## config.mk

```make
export PLATFORM = sky130hd
export DESIGN_NAME = sa_feeder
export DESIGN_NICKNAME = d
export VERILOG_FILES = /design/src/rtl/sa_pkg.sv /design/src/rtl/sa_feed_fifo.sv /design/src/rtl/sa_feeder.sv
export SDC_FILE = /design/constraint.sdc
export NUM_CORES = 2
export LEC_CHECK = 0
export CAP_MARGIN = 20
export CORE_MARGIN = 2
export CORE_UTILIZATION = 50
export CTS_CLUSTER_DIAMETER = 120
export DETAILED_ROUTE_END_ITERATION = 16
export PLACE_DENSITY = 0.81
export SYNTH_ARGS = -nofsm -noshare
export SYNTH_HDL_FRONTEND = slang
export SYNTH_SLANG_ARGS = --single-unit
```

## constraint.sdc

```tcl
create_clock -name I_CLK -period 14.6 [get_ports I_CLK]
set_input_delay 1.46 -clock I_CLK [delete_from_list [all_inputs] [get_ports I_CLK]]
set_output_delay 1.46 -clock I_CLK [all_outputs]
set_load 0.02 [all_outputs]
```

## src/rtl/sa_pkg.sv

```systemverilog
// Shared definitions for the systolic-array feeder: FSM encodings and K-counter width.
package sa_pkg;

    localparam int SA_K_MAX = 16;
    localparam int KCNT_W   = $clog2(SA_K_MAX + 1);

    typedef enum logic [4:0] {
        S_IDLE  = 5'b00001,
        S_START = 5'b00010,
        S_FEED  = 5'b00100,
        S_FLUSH = 5'b01000,
        S_DONE  = 5'b10000
    } feed_state_e;

endpackage

```

## src/rtl/sa_feed_fifo.sv

```systemverilog
// Small synchronous FIFO holding {X column, W row} beats; head is the oldest entry.
module sa_feed_fifo #(
    parameter int WIDTH = 32,
    parameter int DEPTH = 4
) (
    input  logic             I_CLK,
    input  logic             I_ASYN_RSTN,
    input  logic             push_i,
    input  logic [WIDTH-1:0] data_i,
    input  logic             pop_i,
    output logic             full_o,
    output logic             empty_o,
    output logic [WIDTH-1:0] head_o
);
    localparam int AW = $clog2(DEPTH);

    logic [WIDTH-1:0] mem_q [DEPTH];
    logic [AW-1:0]    wr_ptr_q, rd_ptr_q;
    logic [AW:0]      count_q;
    logic             push_ok, pop_ok;

    assign full_o  = (count_q == (AW+1)'(DEPTH));
    assign empty_o = (count_q == '0);
    assign head_o  = mem_q[rd_ptr_q];

    // Guard here too so a caller can never overrun or underrun the pointers.
    assign push_ok = push_i & ~full_o;
    assign pop_ok  = pop_i & ~empty_o;

    always_ff @(posedge I_CLK) begin
        if (push_ok) begin
            mem_q[wr_ptr_q] <= data_i;
        end
    end

    always_ff @(posedge I_CLK or negedge I_ASYN_RSTN) begin
        if (!I_ASYN_RSTN) begin
            wr_ptr_q <= '0;
            rd_ptr_q <= '0;
            count_q  <= '0;
        end else begin
            if (push_ok) wr_ptr_q <= wr_ptr_q + AW'(1);
            if (pop_ok)  rd_ptr_q <= rd_ptr_q + AW'(1);
            case ({push_ok, pop_ok})
                2'b10:   count_q <= count_q + (AW+1)'(1);
                2'b01:   count_q <= count_q - (AW+1)'(1);
                default: count_q <= count_q;
            endcase
        end
    end

endmodule

```

## src/rtl/sa_feeder.sv

```systemverilog
// Feeds K beats of X columns / W rows from a prefill FIFO into a systolic array,
// then waits for the array result and pulses done plus a one-cycle array clear.
module sa_feeder
    import sa_pkg::*;
#(
    parameter int D_W   = 16,
    parameter int SA_R  = 16,
    parameter int SA_C  = 16,
    parameter int K_MAX = 16,
    parameter int DEPTH = 4
) (
    input  logic                 I_CLK,
    input  logic                 I_ASYN_RSTN,
    input  logic                 I_GO,
    input  logic [4:0]           I_CFG_K,
    input  logic                 I_VLD,
    output logic                 O_RDY,
    input  logic [SA_R*D_W-1:0]  I_XCOL,
    input  logic [SA_C*D_W-1:0]  I_WROW,
    input  logic                 I_PE_SHIFT,
    input  logic                 I_OUT_VLD,
    output logic                 O_START_FLAG,
    output logic                 O_SA_SYNC_RSTN,
    output logic [SA_R*D_W-1:0]  O_X,
    output logic [SA_C*D_W-1:0]  O_W,
    output logic                 O_MATSHIFT_OVER,
    output logic                 O_BUSY,
    output logic                 O_DONE,
    output logic                 O_ERR
);
    localparam int XW = SA_R * D_W;
    localparam int WW = SA_C * D_W;
    localparam int FW = XW + WW;

    feed_state_e       state_q, state_d;
    logic [KCNT_W-1:0] k_q, k_d;
    logic [KCNT_W-1:0] cnt_q, cnt_d;
    logic [XW-1:0]     x_q, x_d;
    logic [WW-1:0]     w_q, w_d;
    logic              err_q, err_d;

    logic              pop;
    logic              full, empty;
    logic [FW-1:0]     head;
    logic              k_ok;

    sa_feed_fifo #(
        .WIDTH (FW),
        .DEPTH (DEPTH)
    ) u_fifo (
        .I_CLK       (I_CLK),
        .I_ASYN_RSTN (I_ASYN_RSTN),
        .push_i      (I_VLD),
        .data_i      ({I_XCOL, I_WROW}),
        .pop_i       (pop),
        .full_o      (full),
        .empty_o     (empty),
        .head_o      (head)
    );

    assign O_RDY           = ~full;
    assign O_X             = x_q;
    assign O_W             = w_q;
    assign O_ERR           = err_q;
    assign O_BUSY          = (state_q != S_IDLE);
    assign O_START_FLAG    = (state_q == S_START);
    assign O_MATSHIFT_OVER = (state_q == S_FLUSH);
    assign O_DONE          = (state_q == S_DONE);
    assign O_SA_SYNC_RSTN  = (state_q != S_DONE);

    assign k_ok = (I_CFG_K != 5'd0) && (int'(I_CFG_K) <= K_MAX);

    always_comb begin
        state_d = state_q;
        k_d     = k_q;
        cnt_d   = cnt_q;
        x_d     = x_q;
        w_d     = w_q;
        err_d   = err_q;
        pop     = 1'b0;
        case (state_q)
            S_IDLE: begin
                if (I_GO) begin
                    if (k_ok) begin
                        k_d     = KCNT_W'(I_CFG_K);
                        err_d   = 1'b0;
                        state_d = S_START;
                    end else begin
                        err_d = 1'b1;
                    end
                end
            end
            S_START: begin
                if (!empty) begin
                    pop = 1'b1;
                    x_d = head[FW-1:WW];
                    w_d = head[WW-1:0];
                end else begin
                    x_d   = '0;
                    w_d   = '0;
                    err_d = 1'b1;
                end
                cnt_d   = KCNT_W'(1);
                state_d = S_FEED;
            end
            S_FEED: begin
                if (I_PE_SHIFT) begin
                    if (cnt_q < k_q) begin
                        // An underrun still advances the count so the array sees exactly K beats.
                        if (!empty) begin
                            pop = 1'b1;
                            x_d = head[FW-1:WW];
                            w_d = head[WW-1:0];
                        end else begin
                            x_d   = '0;
                            w_d   = '0;
                            err_d = 1'b1;
                        end
                        cnt_d = cnt_q + KCNT_W'(1);
                    end else begin
                        x_d     = '0;
                        w_d     = '0;
                        state_d = S_FLUSH;
                    end
                end
            end
            S_FLUSH: begin
                x_d = '0;
                w_d = '0;
                if (I_OUT_VLD) state_d = S_DONE;
            end
            S_DONE: begin
                state_d = S_IDLE;
            end
            default: begin
                state_d = S_IDLE;
            end
        endcase
    end

    always_ff @(posedge I_CLK or negedge I_ASYN_RSTN) begin
        if (!I_ASYN_RSTN) begin
            state_q <= S_IDLE;
            k_q     <= '0;
            cnt_q   <= '0;
            x_q     <= '0;
            w_q     <= '0;
            err_q   <= 1'b0;
        end else begin
            state_q <= state_d;
            k_q     <= k_d;
            cnt_q   <= cnt_d;
            x_q     <= x_d;
            w_q     <= w_d;
            err_q   <= err_d;
        end
    end

endmodule

```

==> metrics.yaml <==
grt:
  grt_pass1_wl_um: 331100
  antenna_found_initial: 75
  gr-usage-all-layers_pct: 23.70
  grt_max_degree: 151
  grt_pass1_vias: 48417
  grt_overflow: 0
cells_and_area:
  final_nets: 5585
  fill_cells: 11929
  drive_gt1_share_pct: 18.26
  syn_to_final_growth_pct: 22.88
synthesis:
  ys.flop_type: "edfxtp_1"
  ys_types: 43
  yosys-top-cells-area: "edfxtp_1, dfrtp_1, mux4_2"
  syn-num-nets: 4479
  synth_area_um2: 92820
  synth_cells: 3945
  netlist.area_leader.share_pct: 66.26
  synthArstFlopShare_pct: 20.71
  yosysMostFrequentCell: "edfxtp_1"
  synth_warnings: 0
  ys_ff_latch: 2583
  ys_seq_area_share_pct: 80.68
  synth-edff-count: 2048
  synth_area_leader_cell: "edfxtp_1"
  synth_common_cells: "edfxtp_1, dfrtp_1, a22o_1, mux4_2, clkbuf_1"
  syn_avg_cell_area_um2: 23.53
worst_setup_path:
  endpoint: "O_W[106]"
  critPathLaunchType: "primary input"
  cp_num_buf_inv: 4
  cpMaxStageDelayCell: "buf_4"
  crit_chain: "clkdlybuf4s50_1 -> nand3_2 -> a311oi_4 -> o21ba_4 -> buf_4 -> buf_4 -> buf_4 -> a22o_1"
  ff2ff_path_depth: 9
  worst-setup-path-type: "primary input to register"
  crit_path_frequent_cell: "buf_4"
  cp.depth: 8
  critical_path_arrival_ns: 5.89
  required_ns: 15.38
  rr_endpoint: "O_W[106]"
  critPathCaptureType: "register"
  crit_family: "buffers and inverters"
  timing.rr.start: "cnt_q[2]"
  regToRegSetupSlack_ns: 9.60
  slowest_delay_ns: 0.79
  critPathMaxFanout: 71
  critPathLaunch: "I_PE_SHIFT"
clocking:
  ctsHoldBuffers: 0
  clk_pin_slew_ns: 0.07
  ctsHtreeMaxLevel: 4
  post_cts_resized: 0
  cts_tree: "built"
  numCtsBuffers: 239
  cts_root_buffer: "clkbuf_16"
  clk_path_buf_depth: 3
  clk-insertion-delay-late_ns: 0.89
  clock_sinks: 2583
  post-cts-setup-buffers: 0
die:
  pin_count: 1042
  die_area_um2: 189100
  core-area_um2: 184800
  row_count: 158
  die_h_um: 434.9
  chipWidth_um: 434.9
  initial_utilization_pct: 50.21
sta:
  grt_setup_unrepaired: "false"
  fin_crit_sh_pct: 35.02
  setup_viol: 0
  fin_ws_ns: 9.487
  slew_viol_final: 0
  finalClockSkew_ns: 0.05406
  fin_setup_tns_ns: 0
  slew_headroom_pct: 16.70
  max_freq_ghz: 0.1956
  hold_violations: 0
  period_minus_slack_ns: 5.113
  tightest_slew_ns: 1.250
power:
  switching_power_mw: 7.178
  p_int_mw: 16.68
  p_sw_share_pct: 30.08
  total_power_mw: 23.86
  p_clk_share_pct: 26.4
  combPwrFrac_pct: 28.8
  pwr_density_cell_nw_per_um2: 209.2
  pwr-share-seq_pct: 44.8
  cellLeakagePower_nw: 39.05
  vdd_drop_max_uv: 171.1
route:
  drtIter0Drc: 4718
  wire_per_inst_um: 29.30
  avgViaCountPerCell: 5.978
  vias: 46606
  drc: 0
  drt-pass1-iter-count: 6
  drt_wl_total_um: 228400
  final_antenna_net_count: 0
run:
  cap_violations: 0
placed_design:
  dp_slack_ns: 8.721
  place_congestion: 0.8279
  io_buffers: 1041
  hpwl_um: 133100
hold_path:
  hold_class: "register to register"
run_status:
  status: "complete, no violations"
## state kept, by name, summed over array words and instances, names as in the netlist
register	flops
k_q	5
O_X	256
u_fifo.count_q	3
state_q	5
u_fifo.rd_ptr_q	2
O_ERR	1
cnt_q	5
O_W	256
u_fifo.mem_q	2048
u_fifo.wr_ptr_q	2
## area by class of cell
class	instances	area (µm²)	area share, %
clock inverters	108	1127	0.9884
diodes	53	132.6	0.1163
multi-input cells	1119	16780	14.71
well taps	2480	3103	2.721
flip-flops and latches	2583	74900	65.67
inverters	14	52.55	0.04608
clock buffers	345	6898	6.048
repair buffers	1094	11070	9.704
## stage by stage
step | utilization [%] | cells | cell area (µm²) | hold WS [ns]
floorplan | - | 3945 | 92820 | 0.4643
global placement | 57.28 | 7289 | 105900 | 0.4838
detailed placement | 57.29 | 7290 | 105900 | 0.4876
CTS | 61.63 | 7743 | 113900 | 0.5010
global route | 61.70 | 7792 | 114000 | 0.5100
finish | 61.70 | 7796 | 114100 | 0.4983
## worst min-delay path by stage
stage	from	endpoint	slack (ns)	cells after the start
floorplan	u_fifo.count_q[2]	u_fifo.count_q[2]	0.46	1
global placement	u_fifo.count_q[2]	u_fifo.count_q[2]	0.48	1
detailed placement	k_q[0]	k_q[0]	0.49	1
CTS	k_q[0]	k_q[0]	0.50	1
global route	k_q[0]	k_q[0]	0.51	1
finish	k_q[0]	k_q[0]	0.50	1
## power groups by stage
stage | clock (mW) | combinational, mW | sequential (mW)
after floorplan | 0 | 3.48 | 11.9
after global placement | 0 | 6.72 | 10.7
after detailed placement | 0 | 6.86 | 10.8
after CTS | 6.37 | 6.95 | 10.7
after global routing | 6.65 | 7.22 | 10.8
final | 6.30 | 6.87 | 10.7
## cell families (layout without fill, tap and decap cells)
group           count (synthesis)  count (layout)  share of synthesized area (%)
buf+inv                       243            1561                          1.274
mux                           518             518                          12.49
flops                        2583            2583                          80.68
compound gates                536             536                          5.023
xor+xnor                       10              10                        0.09436
other cells                     0              53                              0
fa+ha+maj                      11              11                         0.1564
simple gates                   44              44                         0.2737
## worst register-to-register path, delay by kind of cell, from the launching register on
kind                     cells  cell delay (ns)
buffers and inverters        3             2.37
AO/OA/AOI/OAI                5             1.87
flip-flops                   1             0.42
adder cells (fa/ha/maj)      1             0.30
## layer usage
metal	up-vias	part of all wire [%]	track usage (%)
li1	18935	-	-
met1	24621	35	29.06
met2	2493	51	38.67
met3	505	8.7	6.364
met4	52	5.0	12.75
met5	-	0.15	0
## cells in the final DEF (no fill, tap or decap), types with 3 or more instances in the layout
master and n:
diode_2 53, xor2_1 5, mux2_2 5, and3_1 4
edfxtp_1 2048, nor2_1 7, o21ai_0 6, ha_1 10
clkinv_8 3, dfrtp_1 532, buf_12 18, inv_6 6
clkdlybuf4s50_1 1040, nor3_1 4, clkbuf_8 37, nor2b_1 3
a22o_1 512, buf_4 34, and3_4 4, a21oi_1 5
clkinv_1 15, clkbuf_16 246, clkinv_2 50, bufinv_16 18
nand2_1 9, clkinvlp_4 8, mux4_2 512, clkinv_4 3
inv_1 14, nand3b_1 3, xnor2_1 5, clkbuf_1 62
Note: power is estimated with default switching activity, not from simulation.
